File: config.mk
export PLATFORM = sky130hd
export DESIGN_NAME = kgp_ctrl_seq
export DESIGN_NICKNAME = d
export VERILOG_FILES = /design/src/rtl/kgp_ctrl_pkg.sv /design/src/rtl/kgp_instr_decode.sv /design/src/rtl/kgp_ctrl_seq.sv
export SDC_FILE = /design/constraint.sdc
export NUM_CORES = 1
export LEC_CHECK = 0
export ABC_AREA = 0
export CAP_MARGIN = 25
export CORE_ASPECT_RATIO = 0.8
export CORE_MARGIN = 2
export CORE_UTILIZATION = 30
export DETAILED_ROUTE_END_ITERATION = 7
export GPL_ROUTABILITY_DRIVEN = 0
export GPL_TIMING_DRIVEN = 1
export SLEW_MARGIN = 40
export SYNTH_ARGS = -nofsm -noshare
export SYNTH_HDL_FRONTEND = slang
export SYNTH_SLANG_ARGS = --single-unit
export TNS_END_PERCENT = 50
File: constraint.sdc
create_clock -name clk -period 3 [get_ports clk]
set_input_delay 0.3 -clock clk [delete_from_list [all_inputs] [get_ports clk]]
set_output_delay 0.3 -clock clk [all_outputs]
set_load 0.01 [all_outputs]
File: src/rtl/kgp_ctrl_pkg.sv
// kgp_ctrl_pkg: shared constants and types for the KGPMini control sequencer.
// Opcodes, ALU codes, instruction field positions, FSM state and the
// instruction class produced by the decoder.
package kgp_ctrl_pkg;

  // Opcodes (instruction bits [31:26])
  localparam logic [5:0] OP_ALU  = 6'h00;
  localparam logic [5:0] OP_LD   = 6'h01;
  localparam logic [5:0] OP_ST   = 6'h02;
  localparam logic [5:0] OP_BEQ  = 6'h03;
  localparam logic [5:0] OP_BR   = 6'h04;
  localparam logic [5:0] OP_HALT = 6'h3F;

  // ALU operation codes driven on ALUc
  localparam logic [4:0] ALU_ADD = 5'd0;
  localparam logic [4:0] ALU_SUB = 5'd1;

  // Instruction field bit positions
  localparam int OP_HI   = 31;
  localparam int OP_LO   = 26;
  localparam int RS_HI   = 25;
  localparam int RS_LO   = 21;
  localparam int RT_HI   = 20;
  localparam int RT_LO   = 16;
  localparam int IMM_HI  = 15;
  localparam int IMM_LO  = 0;
  localparam int FUNC_HI = 4;
  localparam int FUNC_LO = 0;

  // Sequencer states
  typedef enum logic [2:0] {
    S_IDLE,
    S_FETCH,
    S_DECODE,
    S_EXEC,
    S_MEM,
    S_WB,
    S_HALT
  } state_t;

  // Instruction classes resolved from the opcode
  typedef enum logic [2:0] {
    C_ALU,
    C_LD,
    C_ST,
    C_BEQ,
    C_BR,
    C_HALT,
    C_ILL
  } iclass_t;

endpackage

File: src/rtl/kgp_instr_decode.sv
// kgp_instr_decode: purely combinational instruction decoder.
// Splits the instruction register into register selects, ALU code,
// instruction class and a sign-extended immediate truncated to PC_W bits.
module kgp_instr_decode
  import kgp_ctrl_pkg::*;
#(
  parameter int PC_W = 8
) (
  input  logic [31:0]     ir,
  output logic [4:0]      rs,
  output logic [4:0]      rt,
  output logic [4:0]      alu_code,
  output logic [2:0]      iclass,
  output logic [PC_W-1:0] imm_ext
);

  assign rs = ir[RS_HI:RS_LO];
  assign rt = ir[RT_HI:RT_LO];

  // Sign-extend the 16-bit immediate bit by bit; bits above 15 copy the sign.
  for (genvar gi = 0; gi < PC_W; gi++) begin : g_imm
    if (gi <= IMM_HI) begin : g_low
      assign imm_ext[gi] = ir[IMM_LO + gi];
    end else begin : g_sign
      assign imm_ext[gi] = ir[IMM_HI];
    end
  end

  // Opcode to class and ALU operation; unknown opcodes fall into C_ILL.
  always_comb begin
    alu_code = ALU_ADD;
    iclass   = C_ILL;
    case (ir[OP_HI:OP_LO])
      OP_ALU: begin
        iclass   = C_ALU;
        alu_code = ir[FUNC_HI:FUNC_LO];
      end
      OP_LD:   iclass = C_LD;
      OP_ST:   iclass = C_ST;
      OP_BEQ: begin
        iclass   = C_BEQ;
        alu_code = ALU_SUB;
      end
      OP_BR:   iclass = C_BR;
      OP_HALT: iclass = C_HALT;
      default: iclass = C_ILL;
    endcase
  end

endmodule

File: src/rtl/kgp_ctrl_seq.sv
// kgp_ctrl_seq: multi-cycle control sequencer for the KGPMini datapath.
// Steps each instruction through FETCH/DECODE/EXEC/MEM/WB. Every output is a
// register loaded from the next-state decode, so strobes line up with states.
// Optional feature macro: KGP_CTRL_ICOUNT_EN enables the retired-instruction
// counter; without it instr_count is tied to zero.
module kgp_ctrl_seq
  import kgp_ctrl_pkg::*;
#(
  parameter int PC_W = 8
) (
  input  logic            clk,
  input  logic            reset,
  input  logic            start,
  output logic            imem_req,
  output logic [PC_W-1:0] imem_addr,
  input  logic            imem_ack,
  input  logic [31:0]     imem_rdata,
  input  logic [2:0]      flags,
  output logic [4:0]      r1,
  output logic [4:0]      r2,
  output logic [4:0]      ALUc,
  output logic            regw,
  output logic            memw,
  output logic            memr,
  output logic            busy,
  output logic            halted,
  output logic            illegal,
  output logic [31:0]     instr_count
);

  state_t          state_reg, state_next;
  logic [PC_W-1:0] pc_reg, pc_next;
  logic [31:0]     ir_reg;
  logic [4:0]      r1_reg, r2_reg, aluc_reg;
  logic            imem_req_reg, regw_reg, memw_reg, memr_reg;
  logic            busy_reg, halted_reg, illegal_reg;
  logic            retire;

  logic [4:0]      dec_rs, dec_rt, dec_alu;
  logic [2:0]      dec_class;
  logic [PC_W-1:0] dec_imm;

  // Only the zero flag steers branches; the others are not consumed here.
  logic            flags_unused;
  assign flags_unused = ^flags[2:1];

  kgp_instr_decode #(.PC_W(PC_W)) u_decode (
    .ir       (ir_reg),
    .rs       (dec_rs),
    .rt       (dec_rt),
    .alu_code (dec_alu),
    .iclass   (dec_class),
    .imm_ext  (dec_imm)
  );

  // State register.
  always_ff @(posedge clk or negedge reset) begin
    if (!reset) state_reg <= S_IDLE;
    else        state_reg <= state_next;
  end

  // Next-state, next-PC and retirement decode.
  always_comb begin
    state_next = state_reg;
    pc_next    = pc_reg;
    retire     = 1'b0;
    case (state_reg)
      S_IDLE:   if (start) state_next = S_FETCH;
      S_FETCH:  if (imem_ack) state_next = S_DECODE;
      S_DECODE: begin
        if (dec_class == C_HALT || dec_class == C_ILL) state_next = S_HALT;
        else                                           state_next = S_EXEC;
      end
      S_EXEC: begin
        case (dec_class)
          C_ALU:       state_next = S_WB;
          C_LD, C_ST:  state_next = S_MEM;
          C_BEQ: begin
            state_next = S_FETCH;
            pc_next    = flags[0] ? pc_reg + dec_imm : pc_reg + PC_W'(1);
            retire     = 1'b1;
          end
          C_BR: begin
            state_next = S_FETCH;
            pc_next    = pc_reg + dec_imm;
            retire     = 1'b1;
          end
          default:     state_next = S_HALT;
        endcase
      end
      S_MEM: begin
        if (dec_class == C_LD) begin
          state_next = S_WB;
        end else begin
          state_next = S_FETCH;
          pc_next    = pc_reg + PC_W'(1);
          retire     = 1'b1;
        end
      end
      S_WB: begin
        state_next = S_FETCH;
        pc_next    = pc_reg + PC_W'(1);
        retire     = 1'b1;
      end
      S_HALT:   state_next = S_HALT;
      default:  state_next = S_IDLE;
    endcase
  end

  // PC, instruction register and operand selects held from DECODE onward.
  always_ff @(posedge clk or negedge reset) begin
    if (!reset) begin
      pc_reg   <= '0;
      ir_reg   <= '0;
      r1_reg   <= '0;
      r2_reg   <= '0;
      aluc_reg <= '0;
    end else begin
      pc_reg <= pc_next;
      if (state_reg == S_FETCH && imem_ack) ir_reg <= imem_rdata;
      if (state_reg == S_DECODE) begin
        r1_reg   <= dec_rs;
        r2_reg   <= dec_rt;
        aluc_reg <= dec_alu;
      end
    end
  end

  // Registered strobes and status, decoded from the state being entered.
  always_ff @(posedge clk or negedge reset) begin
    if (!reset) begin
      imem_req_reg <= 1'b0;
      regw_reg     <= 1'b0;
      memw_reg     <= 1'b0;
      memr_reg     <= 1'b0;
      busy_reg     <= 1'b0;
      halted_reg   <= 1'b0;
      illegal_reg  <= 1'b0;
    end else begin
      imem_req_reg <= (state_next == S_FETCH);
      regw_reg     <= (state_next == S_WB);
      memw_reg     <= (state_next == S_MEM) && (dec_class == C_ST);
      memr_reg     <= ((state_next == S_MEM) || (state_next == S_WB)) && (dec_class == C_LD);
      busy_reg     <= (state_next != S_IDLE) && (state_next != S_HALT);
      if (state_next == S_HALT) halted_reg <= 1'b1;
      if (state_reg == S_DECODE && dec_class == C_ILL) illegal_reg <= 1'b1;
    end
  end

`ifdef KGP_CTRL_ICOUNT_EN
  logic [31:0] icount_reg;

  // Retired-instruction counter, wraps at 2^32.
  always_ff @(posedge clk or negedge reset) begin
    if (!reset)      icount_reg <= '0;
    else if (retire) icount_reg <= icount_reg + 32'd1;
  end

  assign instr_count = icount_reg;
`else
  logic retire_unused;
  assign retire_unused = retire;
  assign instr_count   = '0;
`endif

  assign imem_req  = imem_req_reg;
  assign imem_addr = pc_reg;
  assign r1        = r1_reg;
  assign r2        = r2_reg;
  assign ALUc      = aluc_reg;
  assign regw      = regw_reg;
  assign memw      = memw_reg;
  assign memr      = memr_reg;
  assign busy      = busy_reg;
  assign halted    = halted_reg;
  assign illegal   = illegal_reg;

endmodule

==> After elaboration in Yosys (flattened, before gate mapping) <==
Index checks and enable logic that the tools add are counted.
{ "word_totals": {"register_bits": 65, "inputBits": 39, "out_inout_bits": 62, "elab_cells": 66} }
{ "classes": {"addsub": 2, "eq_ne": 24, "mux": 12, "n_reduce_logical": 15} }
{ "op_table": {"columns": ["op", "n"], "rows": [
  ["equality test 3 bit, second input constant", 9],
  ["one-hot mux 8 bit (3 select lines)", 1],
  ["one-hot mux 3 bit (7 select lines)", 1],
  ["one-hot mux 3 bit (6 select lines)", 1],
  ["2-to-1 mux 8 bit", 2],
  ["one-hot mux 8 bit (2 select lines)", 1],
  ["equality test 3 x 2 -> 1 bit, second input constant", 4],
  ["equality test 6 x 2 -> 1 bit, second input constant", 2],
  ["2-to-1 mux 3 bit", 4],
  ["one-hot mux 5 bit (2 select lines)", 1],
  ["equality test 3 x 1 -> 1 bit, second input constant", 3],
  ["one-hot mux 3 bit (3 select lines)", 1],
  ["adder 8 x 1 -> 8 bit, second input constant", 1],
  ["adder 8 bit", 1],
  ["equality test 6 x 1 -> 1 bit, second input constant", 1],
  ["equality test 6 x 3 -> 1 bit, second input constant", 1],
  ["equality test 6 bit, second input constant", 1],
  ["zero test 3 bit", 2],
  ["zero test 6 bit", 1],
  ["inequality test 3 bit, second input constant", 2],
  ["nonzero test 3 bit", 2],
  ["logical AND 1 bit", 5],
  ["OR reduction 2 bit", 2],
  ["AND reduction 3 bit", 1],
  ["other kinds (2)", 3]
]} }

==> Logic depth before layout (Yosys ltp) <==
{ "logic_depth": {"word_depth": 9, "mapped_depth": 9, "ltp_nobuf": 9} }

==> Modules after synthesis <==
Synthesis repeated with hierarchy kept, for this count alone.
{ "unflattened": {"hier_cells": 313, "hier_area_um2": 3564.7} }
{ "by_module_without_submodules": {"columns": ["module", "instances", "cells_per_inst", "area_per_inst_um2", "seq_area_each_um2"], "rows": [
  ["kgp_ctrl_seq", 1, 277, 3319.4, 1626.6],
  ["kgp_instr_decode", 1, 36, 245.2, 0.0]
]} }

==> Least setup slack after synthesis <==
OpenSTA, ideal clock, no wires.
{ "synth_timing": {"path_kind": "register -> register", "start": "register pc_reg[3], in the netlist imem_addr[3]", "end": "register pc_reg[7], in the netlist imem_addr[7]", "setup_ps": 139, "t_arrival_ps": 2054, "required_ps": 2861, "path_slack_ps": 808, "path_stages_with_launch": 8, "n_path_buf": 0, "period_less_slack_ps": 2192, "path_cell_list": "dfrtp_1 ha_1 a21oi_1 nor2b_1 a311o_1 a31oi_1 a21oi_1 or4b_1"} }
{ "synth_between": {"elab_chain_len": 4, "elab_cells_between_ends": 6, "classes_between": "add/sub (2); mux (4)"} }
{ "synth_lines": {"columns": ["element", "line_no", "rtl"], "rows": [
  ["start, declared", "kgp_ctrl_seq.sv:32", "logic [PC_W-1:0] pc_reg, pc_next;"],
  ["start signal, assigned", "kgp_ctrl_seq.sv:119", "pc_reg <= pc_next;"],
  ["adder 8 x 1 -> 8 bit / adder 8 bit (equally long branches)", null, null],
  ["2-to-1 mux 8 bit", "kgp_ctrl_seq.sv:80", "pc_next = flags[0] ? pc_reg + dec_imm : pc_reg + PC_W'(1);"],
  ["one-hot mux 8 bit (2 select lines)", "kgp_ctrl_seq.sv:75", "case (dec_class)"],
  ["one-hot mux 8 bit (3 select lines) (*)", "kgp_ctrl_seq.sv:67", "case (state_reg)"]
]} }
Every way passes the cells marked *; elsewhere a longest branch is shown, timed or not. The select of a mux whose other input is x is not followed.
A chain may end at the register's enable or synchronous reset.

==> Worst setup path in the final report <==
{ "layout_timing": {"start": "register pc_reg[1], in the netlist imem_addr[1]", "end": "register pc_reg[7], in the netlist imem_addr[7]"} }
The elaborated chain is that of the path after synthesis.

==> run metrics <==
Synth Cell Area=3040 um^2; Synth top area share=0.469; DIE HEIGHT=94.0 um; Setup crit end kind=flop; max FFs per register=24; clock sink total=57; Starting Density=0.312; slew margin rel.=0.536; Fin Hold WS=458 ps; Req. time, crit path=3190 ps; core area=9730 um^2; Setup crit start kind=flop; Setup crit end=imem_addr[7]; IO buf count=58; Max Cap Viol=0; maximum clock path buffer count=2; Async S/R FF share, synth=1.00; antenna-violating nets left=0; synth top area cells=dfrtp_1 47%, mux2_2 8.5%, buf_4 8.2%; die area=11000 um^2; Syn-to-layout area delta=28.1%; Worst-Skew Late Latency=330 ps; CP Max Fanout=6; Sum Neg Setup Slack=0 ps; Hold Violations, Final=0; f_max=0.431 GHz; DR iter-0 viols=127; CTS tree=built; share of layout cells above drive strength 1=0.138; total CTS buffers=9; largest net degree at the start of global routing=42; ANT cells=0; Ys Warns=0; post-synthesis cell type count=57; Vias/cell=4.50; Leak=1.68 nW; DRT Pass-1 Iters=4; HPWL after DPL=4.77 mm; CTS root buffer=clkbuf_16; Post-synth EDFFs=0; worst slew pin tran=696 ps; GRT Util Overall=0.135; CP arrival=2510 ps; cell with the most instances after synthesis=dfrtp_1; initial antenna violation count=0; num rows=32; synthesized area per cell=10.3 um^2; Worst VDD drop=0.000349 V; vias in the first global route=2155; count of final max-slew check failures=0; Hold/Removal Path Class=reg -> reg; postcts setup bufs=0; RR Startpoint=imem_addr[1]; Die Wd=117 um; flops & latches, synth=57; WL final=6.86 mm; register area share after synthesis=0.469; pwr dens=1080 nW/um^2; dominant synthesized flop cell=dfrtp_1; final period utilization=0.774; first-pass GRT wire length=11.2 mm; grt total ovfl=0; vias after detailed routing=2240; final net count=406; I/O pins=101; drc violations=0; clk slew on worst S/H paths=50 ps; Final setup viols=0; RSZ-0062 raised after global routing=false; outcome=complete, no violations; commonest cells in the synthesized netlist=57 x dfrtp_1, 38 x nand2_1, 33 x buf_4; Tmin final=2320 ps; Post-Syn Instances=296; maximum level of the CTS H-tree=3; r2r endpoint=imem_addr[7]; worst clock skew=10.3 ps; Setup Crit Path Kind=reg -> reg; Yosys top cell by area=dfrtp_1; FF-to-FF setup slack=680 ps; Reg2Reg Depth=7; Critical path origin=imem_addr[1]; average routed wire per standard cell=13.8 um
## metrics by stage
step                      area [um^2]  std cells  power (mW)   util  setup slack, ps
final                            3890        498        4.21  0.400              678
after global routing             3890        498        4.57  0.400              509
after CTS                        3890        498        4.25  0.400              672
after detailed placement         3620        482        3.32  0.372              682
after global placement           3620        482        3.25  0.372              709
after floorplan                  3160        327        2.71      -              808
## cell type report
cell class / count / area, um^2
fill: 942 / 5840
clock buffer: 12 / 246
tap: 136 / 170
sequential: 57 / 1430
inverter: 7 / 26.3
multi-input combinational: 221 / 1400
clock inverter: 3 / 17.5
timing repair buffer: 62 / 611
## cells by family after synthesis
| logic type | count (synthesis) | synth area share |
|---|---|---|
| and+or+nand+nor | 97 | 0.165 |
| adders and majority gates | 9 | 0.0395 |
| muxes | 23 | 0.0852 |
| AOI/OAI and AO/OA | 57 | 0.121 |
| buffers and inverters | 49 | 0.110 |
| DFF | 57 | 0.469 |
| other | 1 | 0.00123 |
| xor gates and xnor gates | 3 | 0.00865 |
## how the worst min path moves through the flow
stage	cells past startpoint	start	slack (ps)	to
final	1	halted	460	halted
after CTS	1	halted	460	halted
after detailed placement	1	reset	330	r2[0]
after floorplan	0	reset	4	ALUc[0]
after global placement	1	halted	440	halted
after global routing	1	halted	490	halted
## critical path, stage by stage (launching register included)
cell	delay [ps]
dfrtp_1	460
ha_1	330
a21oi_1	140
nor2b_1	80
a311o_1	390
a31oi_1	220
a21oi_1	60
or4b_1	520
## placed cells by master (no fill, tap or decap), drive strengths merged, types with 3 or more instances in the layout
cell and count:
o21a 4, inv 7, a31oi 6, nor2 19, a21o 3, dfrtp 57
a22o 4, clkdlybuf4s50 57, nand2 38, mux2 23, nor3 3, ha 8
buf 4, o21ai 14, nor2b 3, conb 32, nand3 8, nand3b 4
a21oi 15, clkbuf 12
## timing repair
item	4_1_cts	5_1_grt
resized for setup	0	0
setup endpoints to repair	0	0
hold endpoints to repair	40	0
hold buffers	1	0
## layer usage
metal	wire, um	GRT usage	up-vias
met5	0	0	-
met4	68	0.0441	0
met3	412	0.0452	6
met2	2920	0.188	69
met1	3460	0.195	1068
li1	-	-	1097
## power by group
| group | switching [mW] | leakage, nW | internal (mW) | total, mW |
|---|---|---|---|---|
| clock network | 0.339 | 0.128 | 0.572 | 0.911 |
| registers | 0.342 | 0.688 | 1.11 | 1.45 |
| logic | 0.896 | 0.861 | 0.945 | 1.84 |
Power figures use the tool's default switching activity.
